**src/rtl/ps2_scancode_receiver_pkg.sv**
```systemverilog
// PS/2 scancode receiver shared definitions.
// Frame FSM states, prefix bytes, key event bundle.
package ps2_scancode_receiver_pkg;

  typedef enum logic [1:0] {
    ST_IDLE,
    ST_DATA,
    ST_PARITY,
    ST_STOP
  } state_t;

  localparam logic [7:0] PFX_EXT = 8'hE0;
  localparam logic [7:0] PFX_BRK = 8'hF0;

  typedef struct packed {
    logic       ext;
    logic       brk;
    logic [7:0] code;
  } key_ev_t;

  function automatic logic frame_ok(
    input logic [7:0] d,
    input logic       p,
    input logic       s
  );
    return (^{d, p}) & s;
  endfunction

endpackage

```
**src/rtl/ps2_scancode_receiver_if.sv**
```systemverilog
// PS/2 receiver bus: raw PS/2 lines in,
// FWFT key event queue and status pulses out.
interface ps2_scancode_receiver_if;

  logic       iPS2_CLK;
  logic       iPS2_DATA;
  logic       iRead;
  logic [7:0] oScanCode;
  logic       oBreak;
  logic       oExtended;
  logic       oValid;
  logic       oFrameError;
  logic       oOverflow;

  modport master (
    input  iPS2_CLK,
    input  iPS2_DATA,
    input  iRead,
    output oScanCode,
    output oBreak,
    output oExtended,
    output oValid,
    output oFrameError,
    output oOverflow
  );

  modport slave (
    output iPS2_CLK,
    output iPS2_DATA,
    output iRead,
    input  oScanCode,
    input  oBreak,
    input  oExtended,
    input  oValid,
    input  oFrameError,
    input  oOverflow
  );

endinterface

```
**src/rtl/ps2_glitch_filter.sv**
```systemverilog
// Two-flop synchronizer, run-length level filter
// and falling-edge strobe for one PS/2 line.
module ps2_glitch_filter #(
  parameter int DEPTH = 8
) (
  input  logic i_clk,
  input  logic i_rst,
  input  logic i_raw,
  output logic o_sync,
  output logic o_fall
);

  logic             r_meta;
  logic             r_sync;
  logic             r_filt;
  logic [DEPTH-1:0] r_hist;
  logic             w_all1;
  logic             w_all0;

  assign w_all1 = &r_hist;
  assign w_all0 = ~|r_hist;

  // Synchronize, keep a sample history, move level only on a full run.
  always_ff @(posedge i_clk) begin
    if (i_rst) begin
      r_meta <= 1'b1;
      r_sync <= 1'b1;
      r_hist <= '1;
      r_filt <= 1'b1;
    end else begin
      r_meta <= i_raw;
      r_sync <= r_meta;
      r_hist <= {r_hist[DEPTH-2:0], r_sync};
      if (w_all1)
        r_filt <= 1'b1;
      else if (w_all0)
        r_filt <= 1'b0;
    end
  end

  assign o_sync = r_sync;
  assign o_fall = r_filt & w_all0;

endmodule

```
**src/rtl/ps2_scancode_receiver.sv**
```systemverilog
// PS/2 keyboard receiver: frame decode, E0/F0 prefix
// folding and a first-word-fall-through event queue.
module ps2_scancode_receiver
  import ps2_scancode_receiver_pkg::*;
#(
  parameter int FILTER_DEPTH   = 8,
  parameter int FIFO_DEPTH     = 4,
  parameter int TIMEOUT_CYCLES = 100000
) (
  input logic                    Clock,
  input logic                    Reset,
  ps2_scancode_receiver_if.master ps2
);

  localparam int TW = $clog2(TIMEOUT_CYCLES + 1);
  localparam int AW = $clog2(FIFO_DEPTH);
  localparam logic [TW-1:0] TMO_LAST = TW'(TIMEOUT_CYCLES - 1);
  localparam logic [AW:0]   CNT_FULL = (AW + 1)'(FIFO_DEPTH);

  logic w_clk_fall;
  logic w_clk_sync_unused;
  logic w_data_sync;
  logic w_data_fall_unused;

  ps2_glitch_filter #(.DEPTH(FILTER_DEPTH)) u_clk_flt (
    .i_clk  (Clock),
    .i_rst  (Reset),
    .i_raw  (ps2.iPS2_CLK),
    .o_sync (w_clk_sync_unused),
    .o_fall (w_clk_fall)
  );

  ps2_glitch_filter #(.DEPTH(FILTER_DEPTH)) u_data_flt (
    .i_clk  (Clock),
    .i_rst  (Reset),
    .i_raw  (ps2.iPS2_DATA),
    .o_sync (w_data_sync),
    .o_fall (w_data_fall_unused)
  );

  state_t        r_state;
  logic [2:0]    r_bitcnt;
  logic [TW-1:0] r_tmo;
  logic [7:0]    r_shift;
  logic          r_par;
  logic          r_ext;
  logic          r_brk;
  logic          r_push;
  key_ev_t       r_push_ev;
  logic          r_err;

  logic w_ok;
  logic w_bad;
  logic w_is_ext;
  logic w_is_brk;
  logic w_is_key;

  assign w_ok     = frame_ok(r_shift, r_par, w_data_sync);
  assign w_bad    = ~w_ok;
  assign w_is_ext = w_ok & (r_shift == PFX_EXT);
  assign w_is_brk = w_ok & (r_shift == PFX_BRK);
  assign w_is_key = w_ok & ~w_is_ext & ~w_is_brk;

  // Frame FSM: bit capture, timeout, prefix folding, push strobe.
  always_ff @(posedge Clock) begin
    if (Reset) begin
      r_state   <= ST_IDLE;
      r_bitcnt  <= '0;
      r_tmo     <= '0;
      r_shift   <= '0;
      r_par     <= 1'b0;
      r_ext     <= 1'b0;
      r_brk     <= 1'b0;
      r_push    <= 1'b0;
      r_push_ev <= '0;
      r_err     <= 1'b0;
    end else begin
      r_push <= 1'b0;
      r_err  <= 1'b0;
      if (r_state != ST_IDLE && !w_clk_fall) begin
        if (r_tmo == TMO_LAST) begin
          r_state  <= ST_IDLE;
          r_tmo    <= '0;
          r_bitcnt <= '0;
          r_err    <= 1'b1;
          r_ext    <= 1'b0;
          r_brk    <= 1'b0;
        end else begin
          r_tmo <= r_tmo + 1'b1;
        end
      end else if (w_clk_fall) begin
        r_tmo <= '0;
        unique case (r_state)
          ST_IDLE: begin
            if (!w_data_sync) begin
              r_state  <= ST_DATA;
              r_bitcnt <= '0;
            end
          end
          ST_DATA: begin
            r_shift  <= {w_data_sync, r_shift[7:1]};
            r_bitcnt <= r_bitcnt + 1'b1;
            if (r_bitcnt == 3'd7)
              r_state <= ST_PARITY;
          end
          ST_PARITY: begin
            r_par   <= w_data_sync;
            r_state <= ST_STOP;
          end
          ST_STOP: begin
            r_state <= ST_IDLE;
            unique case (1'b1)
              w_bad: begin
                r_err <= 1'b1;
                r_ext <= 1'b0;
                r_brk <= 1'b0;
              end
              w_is_ext: r_ext <= 1'b1;
              w_is_brk: r_brk <= 1'b1;
              w_is_key: begin
                r_push    <= 1'b1;
                r_push_ev <= '{ext: r_ext, brk: r_brk, code: r_shift};
                r_ext     <= 1'b0;
                r_brk     <= 1'b0;
              end
            endcase
          end
          default: r_state <= ST_IDLE;
        endcase
      end
    end
  end

  key_ev_t       r_mem [FIFO_DEPTH];
  logic [AW-1:0] r_wptr;
  logic [AW-1:0] r_rptr;
  logic [AW:0]   r_cnt;
  logic          r_ovf;

  logic    w_empty;
  logic    w_full;
  logic    w_pop;
  logic    w_wr;
  logic    w_drop;
  key_ev_t w_head;

  assign w_empty = (r_cnt == '0);
  assign w_full  = (r_cnt == CNT_FULL);
  assign w_pop   = ps2.iRead & ~w_empty;
  assign w_wr    = r_push & (~w_full | w_pop);
  assign w_drop  = r_push & w_full & ~w_pop;

  // Event storage; a full-queue write reuses the slot being popped.
  always_ff @(posedge Clock) begin
    if (w_wr)
      r_mem[r_wptr] <= r_push_ev;
  end

  // Queue pointers, occupancy and overflow strobe.
  always_ff @(posedge Clock) begin
    if (Reset) begin
      r_wptr <= '0;
      r_rptr <= '0;
      r_cnt  <= '0;
      r_ovf  <= 1'b0;
    end else begin
      r_ovf <= w_drop;
      if (w_wr)
        r_wptr <= r_wptr + 1'b1;
      if (w_pop)
        r_rptr <= r_rptr + 1'b1;
      if (w_wr && !w_pop)
        r_cnt <= r_cnt + 1'b1;
      else if (w_pop && !w_wr)
        r_cnt <= r_cnt - 1'b1;
    end
  end

  assign w_head = w_empty ? '0 : r_mem[r_rptr];

  assign ps2.oScanCode   = w_head.code;
  assign ps2.oBreak      = w_head.brk;
  assign ps2.oExtended   = w_head.ext;
  assign ps2.oValid      = ~w_empty;
  assign ps2.oFrameError = r_err;
  assign ps2.oOverflow   = r_ovf;

endmodule

```
**src/flat_wrapper.sv**
```systemverilog
// flat-port wrapper written by rule: the top's interface ports become plain ports
module ps2_scancode_receiver_flat import ps2_scancode_receiver_pkg::*;
#(
  parameter int FILTER_DEPTH   = 8,
  parameter int FIFO_DEPTH     = 4,
  parameter int TIMEOUT_CYCLES = 100000
)
  (Clock, Reset, ps2_iPS2_CLK, ps2_iPS2_DATA, ps2_iRead, ps2_oScanCode, ps2_oBreak, ps2_oExtended, ps2_oValid, ps2_oFrameError, ps2_oOverflow);
  ps2_scancode_receiver_if ps2_i ();
  input logic Clock;
  input logic Reset;
  input wire logic [$bits(ps2_i.iPS2_CLK)-1:0] ps2_iPS2_CLK;
  input wire logic [$bits(ps2_i.iPS2_DATA)-1:0] ps2_iPS2_DATA;
  input wire logic [$bits(ps2_i.iRead)-1:0] ps2_iRead;
  output wire logic [$bits(ps2_i.oScanCode)-1:0] ps2_oScanCode;
  output wire logic [$bits(ps2_i.oBreak)-1:0] ps2_oBreak;
  output wire logic [$bits(ps2_i.oExtended)-1:0] ps2_oExtended;
  output wire logic [$bits(ps2_i.oValid)-1:0] ps2_oValid;
  output wire logic [$bits(ps2_i.oFrameError)-1:0] ps2_oFrameError;
  output wire logic [$bits(ps2_i.oOverflow)-1:0] ps2_oOverflow;
  assign ps2_i.iPS2_CLK = ps2_iPS2_CLK;
  assign ps2_i.iPS2_DATA = ps2_iPS2_DATA;
  assign ps2_i.iRead = ps2_iRead;
  assign ps2_oScanCode = ps2_i.oScanCode;
  assign ps2_oBreak = ps2_i.oBreak;
  assign ps2_oExtended = ps2_i.oExtended;
  assign ps2_oValid = ps2_i.oValid;
  assign ps2_oFrameError = ps2_i.oFrameError;
  assign ps2_oOverflow = ps2_i.oOverflow;
  ps2_scancode_receiver #(.FILTER_DEPTH(FILTER_DEPTH), .FIFO_DEPTH(FIFO_DEPTH), .TIMEOUT_CYCLES(TIMEOUT_CYCLES)) u_core (.Clock(Clock), .Reset(Reset), .ps2(ps2_i));
endmodule
```
**config.mk**
```make
export PLATFORM = sky130hd
export DESIGN_NAME = ps2_scancode_receiver_flat
export DESIGN_NICKNAME = d
export VERILOG_FILES = /design/src/rtl/ps2_scancode_receiver_pkg.sv /design/src/rtl/ps2_scancode_receiver_if.sv /design/src/rtl/ps2_glitch_filter.sv /design/src/rtl/ps2_scancode_receiver.sv /design/src/flat_wrapper.sv
export SDC_FILE = /design/constraint.sdc
export NUM_CORES = 1
export LEC_CHECK = 0
export BUFFER_PORTS_ARGS = -buffer_cell sky130_fd_sc_hd__clkbuf_2
export CAP_MARGIN = 20
export CELL_PAD_IN_SITES_DETAIL_PLACEMENT = 1
export CELL_PAD_IN_SITES_GLOBAL_PLACEMENT = 1
export CORE_AREA = 2 2 105 107
export DETAILED_ROUTE_END_ITERATION = 10
export DIE_AREA = 0 0 107 109
export GPL_TIMING_DRIVEN = 0
export PLACE_DENSITY_LB_ADDON = 0.1
export SLEW_MARGIN = 25
export SYNTH_ARGS = -nofsm -noshare
export SYNTH_HDL_FRONTEND = slang
export SYNTH_SLANG_ARGS = --single-unit
```
**constraint.sdc**
```tcl
create_clock -name Clock -period 6.71 [get_ports Clock]
set_clock_uncertainty 0.2 [all_clocks]
set_input_delay 0.671 -clock Clock [delete_from_list [all_inputs] [get_ports Clock]]
set_output_delay 0.671 -clock Clock [all_outputs]
set_load 0.1 [all_outputs]
```
# Word level (Yosys, flattened, before mapping)
# Memories as Yosys holds them, arrays and structs flattened. A register that Yosys moved wholly into a read port is not among the register bits.
# Index checks and enable logic that the tools add are counted.
# totals
ram_bits	40
input_bits	5
mem_count	1
ff_bits	66
# memory_table
name	words	word_bits	rd	rd_clocked_by_memory_dff	write_ports	line	text
u_core.r_mem	4	10	1	1	1	ps2_scancode_receiver.sv:134	key_ev_t r_mem [FIFO_DEPTH];
# op_classes
n_reduce_logical	29
bitwise	20
n_eq_ne	11
addsub	6
mux	36
# ops
cell	count
$mux 17	3
$reduce_and 4->1	5
$mux 3	6
$add 17x1->17 const B	1
$eq 17x17->1 const B	1
$eq 8x8->1 const B	2
$mux 1	15
$mux 2	7
$and 1x1->1	10
$mux 10	1
$not 1->1	9
$reduce_bool 3->1	3
$reduce_xor 9->1	1
$pmux 2 s4	1
$reduce_and 8->1	1
$reduce_bool 2->1	4
$reduce_or 8->1	1
$add 3x1->3 const B	2
$eq 3x3->1 const B	2
$pmux 3 s2	1
$reduce_and 3->1	2
$add 2x1->2 const B	2
$eq 2x2->1 const B	2
$logic_not 1->1	4
other kinds (12)	16

# Logic depth before layout (Yosys ltp)
# Gate-level depths: netlist of run 1.
# logic_depth
word_depth	11
mapped_depth	9
mapped_depth_nobuf	8

# Cells and area by module
# Synthesis of run 1 repeated with hierarchy kept, for this count alone.
# unflattened
hier_cells	447
hier_area_um2	5017.3
# by_module_without_submodules
module	area_per_inst_um2	cells_each	n_inst
ps2_scancode_receiver	4304.1	387	1
ps2_glitch_filter	356.6	30	2

# Worst setup path before layout of run 1
# No wires, ideal clock.
# synth_path
kind	reg-to-output
startpoint	register u_core.r_cnt[0]
endpoint	output port ps2_oBreak
stages_incl_launch_ff	4
slack_ns	3.447
t_required_ns	5.839
arrival_time_ns	2.392
n_path_buf	1
cell_sequence	dfxtp_1 -> or3_1 -> clkbuf_1 -> and2_1
# synth_between
elab_chain_cells	2
# synth_lines
element	line	text
from (decl)	ps2_scancode_receiver.sv:137	logic [AW:0] r_cnt;
from (signal assigned)	ps2_scancode_receiver.sv:173	r_cnt <= r_cnt + 1'b1;
from (signal assigned)	ps2_scancode_receiver.sv:175	r_cnt <= r_cnt - 1'b1;
$logic_not 3->1	ps2_scancode_receiver.sv:147	assign w_empty = (r_cnt == '0);
$mux 10	ps2_scancode_receiver.sv:179	assign w_head = w_empty ? '0 : r_mem[r_rptr];
to (decl)	flat_wrapper.sv:16	output wire logic [$bits(ps2_i.oBreak)-1:0] ps2_oBreak;
# Every way passes these cells.

==> results of run 1 <==
synthesized netlist by cell type, types with 3 or more instances:
master / instances / area, um^2
o21ai_0: 5 / 25.0
or3_1: 7 / 43.8
or2_2: 13 / 81.3
a311oi_1: 3 / 26.3
dfxtp_1: 68 / 1360
and3_1: 6 / 37.5
xor2_1: 6 / 52.6
and2_1: 12 / 75.1
inv_1: 10 / 37.5
ha_1: 12 / 150
mux2i_1: 13 / 130
nand3_1: 14 / 70.1
nor4_1: 7 / 43.8
nand4_1: 6 / 37.5
a21oi_1: 20 / 100
nor2b_1: 3 / 18.8
clkbuf_1: 16 / 60.1
mux4_2: 10 / 225
nand2_1: 62 / 233
xnor2_1: 5 / 43.8
a2111oi_0: 3 / 26.3
nor2_1: 23 / 86.3
nor3_1: 6 / 30.0
a31oi_1: 7 / 43.8
a41oi_1: 3 / 26.3
edfxtp_1: 40 / 1200
metal layers:
metal	up-vias	wire length, um	share of wire, %
li1	1557	-	-
met1	1537	4440	47
met2	30	4690	50
met3	9	152	1.6
met4	0	153	1.6
met5	-	0	0
worst register-to-register path, delay by kind of cell (launching register included):
| family | cells | cell delay [ns] |
|---|---|---|
| buf+inv | 3 | 0.78 |
| flops | 1 | 0.42 |
| simple gates | 2 | 0.86 |
| compound gates | 1 | 0.28 |
| fa+ha+maj | 1 | 0.19 |
area by class of cell:
cell class,instances,area (um^2)
fill,1176,5520
clock buffer,9,124
multi-input combinational,278,1960
buffer,20,87.6
clock inverter,7,56.3
inverter,11,41.3
tap,140,175
sequential,108,2560
timing repair buffer,16,80.1
metrics by stage:
stage               cell area (um^2)  total power, mW  setup slack (ns)  utilization, %
CTS                             5080             1.33              3.27            47.9
detailed placement              4900            0.951              3.64            46.2
floorplan                       4650            0.898              3.45               -
global route                    5080             1.37              3.14            47.9
global placement                4900            0.946              3.65            46.2
finish                          5080             1.31              3.35            47.9
power breakdown:
group          internal, mW  switching (mW)  leakage, nW
Clock                 0.141           0.236       0.0915
Sequential            0.693          0.0161         1.02
Combinational        0.0645           0.157        0.751
Total                 0.899           0.408         1.86
flip-flops by register name, summed over array words and instances (netlist names), 2 cells and up, named ones only:
register                 flops
u_core.r_rptr                2
u_core.r_bitcnt              3
u_core.r_push_ev            10
u_core.r_cnt                 3
u_core.r_wptr                2
u_core.u_clk_flt.r_hist      8
u_core.r_state               2
u_core.r_mem                40
u_core.r_tmo                17
u_core.r_shift               8
path summary, 6_finish.rpt:
path              slack (ns)                  endpoint
setup reg to reg        3.89           u_core.r_tmo[7]
setup / recovery        3.35             ps2_oExtended
hold reg to reg         0.22  u_core.u_data_flt.o_sync
hold / removal          0.22  u_core.u_data_flt.o_sync
cells by family (layout without fill, tap and decap cells):
kind of cell             count (synthesis)  count (layout)  synth area share (%)
AND/OR/NAND/NOR                        171             171                  19.0
flip-flops                             108             108                  55.1
buffers and inverters                   31              63                  2.77
multiplexers                            24              24                  7.89
XOR/XNOR                                13              13                  3.04
AO/OA/AOI/OAI                           57              57                  8.45
adder cells (fa/ha/maj)                 13              13                  3.66
==> flow_summary.yaml, run 1 <==
setup_path:
  required_ns: 5.84
  cp.depth: 4
  crit_family: "buffers and inverters"
  worstSetupPathType: "reg2out"
  startpoint_type: "flop"
  crit_slowest_cell: "clkbuf_1"
  cp_max_fo: 10
  arrival_ns: 2.49
  cp.buffers_inverters: 2
  worstPathCellList: "clkbuf_1, mux4_2, and2_1, clkbuf_2"
  crit-reg2reg-launch: "u_core.r_state[0]"
  max_stage_delay_ns: 0.67
  r2r_cells: 7
  worst_setup_path_end_kind: "output pin"
clock_tree:
  clk_pin_slew_ns: 0.10
  cts_hold_buffers: 0
  cts_tree: "done"
  clock_latency_ns: 0.37
  clock_sinks: 108
  htree_levels: 3
  root_buffer: "clkbuf_8"
  cts_max_path_buffers: 2
  cts_buffers: 9
  cts_setup_buffers: 0
  cts_resized: 0
run:
  cap_violations: 0
synth:
  synth_seq_cells: 108
  async_reset_ff_share_pct: 0
  synth_fp_nets: 435
  yosys_warnings: 0
  synth_cells: 417
  syn_area_um2: 4650
  ys_seq_area_share_pct: 55.1
  synth_top_flop_cell: "dfxtp_1"
  syn_area_per_cell_um2: 11.1
  synth_edf_count: 40
  synth_cell_types: 57
finish:
  final_common_cell: "dfxtp_1"
  nNetsFinal: 462
  drive_above_1_share_pct: 14.7
  final_cell_mix: "dfxtp_1 (68), nand2_1 (62), edfxtp_1 (40), nor2_1 (23), a21oi_1 (20)"
  fin_cells: 589
  synthToLayoutAreaGrowth_pct: 9.37
  n_antenna_cell: 0
floorplan:
  dieWidth_um: 107
  rows: 38
  initial_core_util_pct: 43.8
  coreArea_um2: 10600
  die_area_um2: 11700
  ios: 18
  die-height_um: 109
timing:
  max_freq_mhz: 297
  min_period_ns: 3.36
  rsz0062_at_grt: "false"
  finalCritPeriodShare_pct: 50.1
  setup_viol_count_final: 0
  hold_violations: 0
  max_slew_margin_pct: 39.9
  whs_ns: 0.222
  worstMarginPinSlew_ns: 0.902
  drv_slew: 0
  fin_tns_setup_ns: 0
routing:
  dr.first_iter.drc_count: 117
  dr.pass1.iters: 4
  wl_per_cell_um: 16.0
  drt-total-wl_mm: 9.44
  via_per_inst: 5.32
  dr_total_vias: 3133
  antenna_left: 0
  drc_errors: 0
placed_design:
  place_congestion: 0.804
  dp.final_hpwl_mm: 6.80
  dp_cells: 573
  port-buffer-count: 16
grt:
  grt-ovfl-total: 0
  grt_max_degree: 20
  top_usage_layer: "met2"
  met2_usage_pct: 30.7
  grt_pass1_wl_mm: 15.6
  antenna_found_initial: 0
  met3_usage_pct: 1.97
  grt.total_usage_pct: 17.4
  use_met1_pct: 21.9
  grt_pass1_vias: 3129
hold_path:
  min_from: "u_core.u_data_flt.r_meta"
  hold_class: "reg2reg"
  holdPathStages: 1
power:
  p_leak_nw: 1.86
  power_density_nw_per_um2: 257
  ir_drop_mv: 0.267
outcome:
  status: "finished, final reports clean"
No activity file was read; power rests on OpenSTA's default activity.
==> run 2, diff against run 1 <==
clock period = 3.3 ns   (was 6.71 ns; I/O delays follow)
==> run 2 against run 1 <==
Against the previous run:
- core utilization rose by 0.19 points
- setup slack worse by 3.1 ns
- total power rose by 100%
- count of clock-buffer cells in the layout is the same
- sequential share of layout area decreased by 0.20 points
- register-to-register slack got worse by 3.4 ns
- clock power up 100%
- sequential power rose by 100%
- critical path depth unchanged
- die area stayed put
- largest cell class unchanged
- sequential cell count unchanged
- global-route usage hardly changed
==> flow_summary.yaml, run 2 (synthesis gave the netlist of run 1 again) <==
clock_tree:
  cts_buffers: 9
  cts_setup_buffers: 0
  cts_tree: "done"
  cts_max_path_buffers: 2
  clk_pin_slew_ns: 0.10
  cts_hold_buffers: 2
  root_buffer: "clkbuf_8"
  clock_sinks: 108
  clock_latency_ns: 0.38
  cts_resized: 0
  htree_levels: 3
grt:
  grt_max_degree: 20
  grt_pass1_wl_mm: 15.7
  antenna_found_initial: 0
  grt_pass1_vias: 3131
  grt.total_usage_pct: 17.4
  grt-ovfl-total: 0
finish:
  largest_registers: "u_core.r_mem: 40 flops, u_core.r_tmo: 17 flops, u_core.r_push_ev: 10 flops"
  final_common_cell: "dfxtp_1"
  final_cell_mix: "dfxtp_1 (68), nand2_1 (62), edfxtp_1 (40), nor2_1 (23), a21oi_1 (20)"
  n_antenna_cell: 0
  nNetsFinal: 464
  top_register: "u_core.r_mem"
  largest_reg_flops: 40
  fin_area_um2: 5100
  drive_above_1_share_pct: 14.6
  fin_cells: 591
  synthToLayoutAreaGrowth_pct: 9.80
setup_path:
  ff2ff_setup_slack_ns: 0.49
  r2r_cells: 7
  required_ns: 2.77
  cp.buffers_inverters: 2
  max_stage_delay_ns: 0.67
  crit_slowest_cell: "clkbuf_1"
  startpoint_type: "flop"
  crit_family: "buffers and inverters"
  worst_setup_path_end_kind: "output pin"
  rr_endpoint: "u_core.r_tmo[7]"
  worstSetupPathType: "reg2out"
  worstPathCellList: "clkbuf_1, mux4_2, and2_1, clkbuf_2"
  crit-reg2reg-launch: "u_core.r_state[0]"
  arrival_ns: 2.50
  cp_max_fo: 10
placed_design:
  dp_cells: 573
  port-buffer-count: 16
  dp.final_hpwl_mm: 6.80
  place_area_um2: 4900
  dp_slack_ns: 0.526
  place_congestion: 0.804
timing:
  fin_tns_setup_ns: 0
  drv_slew: 0
  fin_ws_ns: 0.272
  max_slew_margin_pct: 39.8
  setup_viol_count_final: 0
  hold_violations: 0
  finalCritPeriodShare_pct: 91.8
  max_freq_mhz: 330
  worstMarginPinSlew_ns: 0.903
  min_period_ns: 3.03
  rsz0062_at_grt: "false"
floorplan:
  coreArea_um2: 10600
  rows: 38
  ios: 18
  die_area_um2: 11700
  dieWidth_um: 107
  initial_core_util_pct: 43.8
  die-height_um: 109
routing:
  dr.pass1.iters: 4
  dr_total_vias: 3142
  antenna_left: 0
  dr.first_iter.drc_count: 125
  drt-total-wl_mm: 9.44
  wl_per_cell_um: 16.0
  drc_errors: 0
  via_per_inst: 5.32
hold_path:
  hold_class: "in2reg"
  holdPathStages: 3
  min_to: "u_core.ps2.oOverflow"
  min_from: "ps2_iRead"
run:
  cap_violations: 0
power:
  p_leak_nw: 1.87
  ir_drop_mv: 0.543
  power_density_nw_per_um2: 522
outcome:
  status: "finished, final reports clean"
## run 2: per-stage QoR
step	util, %	power [mW]	hold slack, ns
5_1_grt	48.1	2.79	0.149
4_1_cts	48.1	2.70	0.122
3_5_place_dp	46.2	1.93	0.197
6_report	48.1	2.66	0.135
3_3_place_gp	46.2	1.92	0.193
2_1_floorplan	-	1.82	0.189
## run 2: worst max path at each step
| stage | startpoint | endpoint | depth (start not counted) |
|---|---|---|---|
| 6_report | flop | ps2_oExtended | 4 |
| 3_3_place_gp | u_core.r_tmo[6] | u_core.r_tmo[1] | 7 |
| 3_5_place_dp | u_core.r_state[0] | u_core.r_tmo[7] | 7 |
| 2_1_floorplan | u_core.r_cnt[0] | ps2_oBreak | 3 |
| 5_1_grt | flop | ps2_oScanCode[7] | 4 |
| 4_1_cts | flop | ps2_oScanCode[2] | 4 |
## run 2: area by class of cell
type | instances | area [um^2]
Fill cell | 1176 | 5500
Sequential cell | 108 | 2560
Multi-Input combinational cell | 278 | 1960
Tap cell | 140 | 175
Clock buffer | 9 | 124
Timing Repair Buffer | 18 | 100
Buffer | 20 | 87.6
Clock inverter | 7 | 56.3
Inverter | 11 | 41.3
## run 2: report_power, final
part           switching, mW  internal [mW]  leakage (nW)
Combinational          0.319          0.133         0.760
Clock                  0.481          0.287        0.0915
Sequential            0.0326           1.41          1.02
## run 2: layer usage
metal / wire length, um / share of wire [%] / vias up / track usage [%]
li1: - / - / 1561 / -
met1: 4430 / 47 / 1540 / 22.0
met2: 4700 / 50 / 29 / 30.7
met3: 152 / 1.6 / 12 / 1.97
met4: 157 / 1.7 / 0 / 6.96
met5: 0 / 0 / - / 0
## run 2: worst min-delay path, cell delays in order
cell	delay (ns)
clkbuf_2	0.11
or4b_2	0.18
nor3b_1	0.06
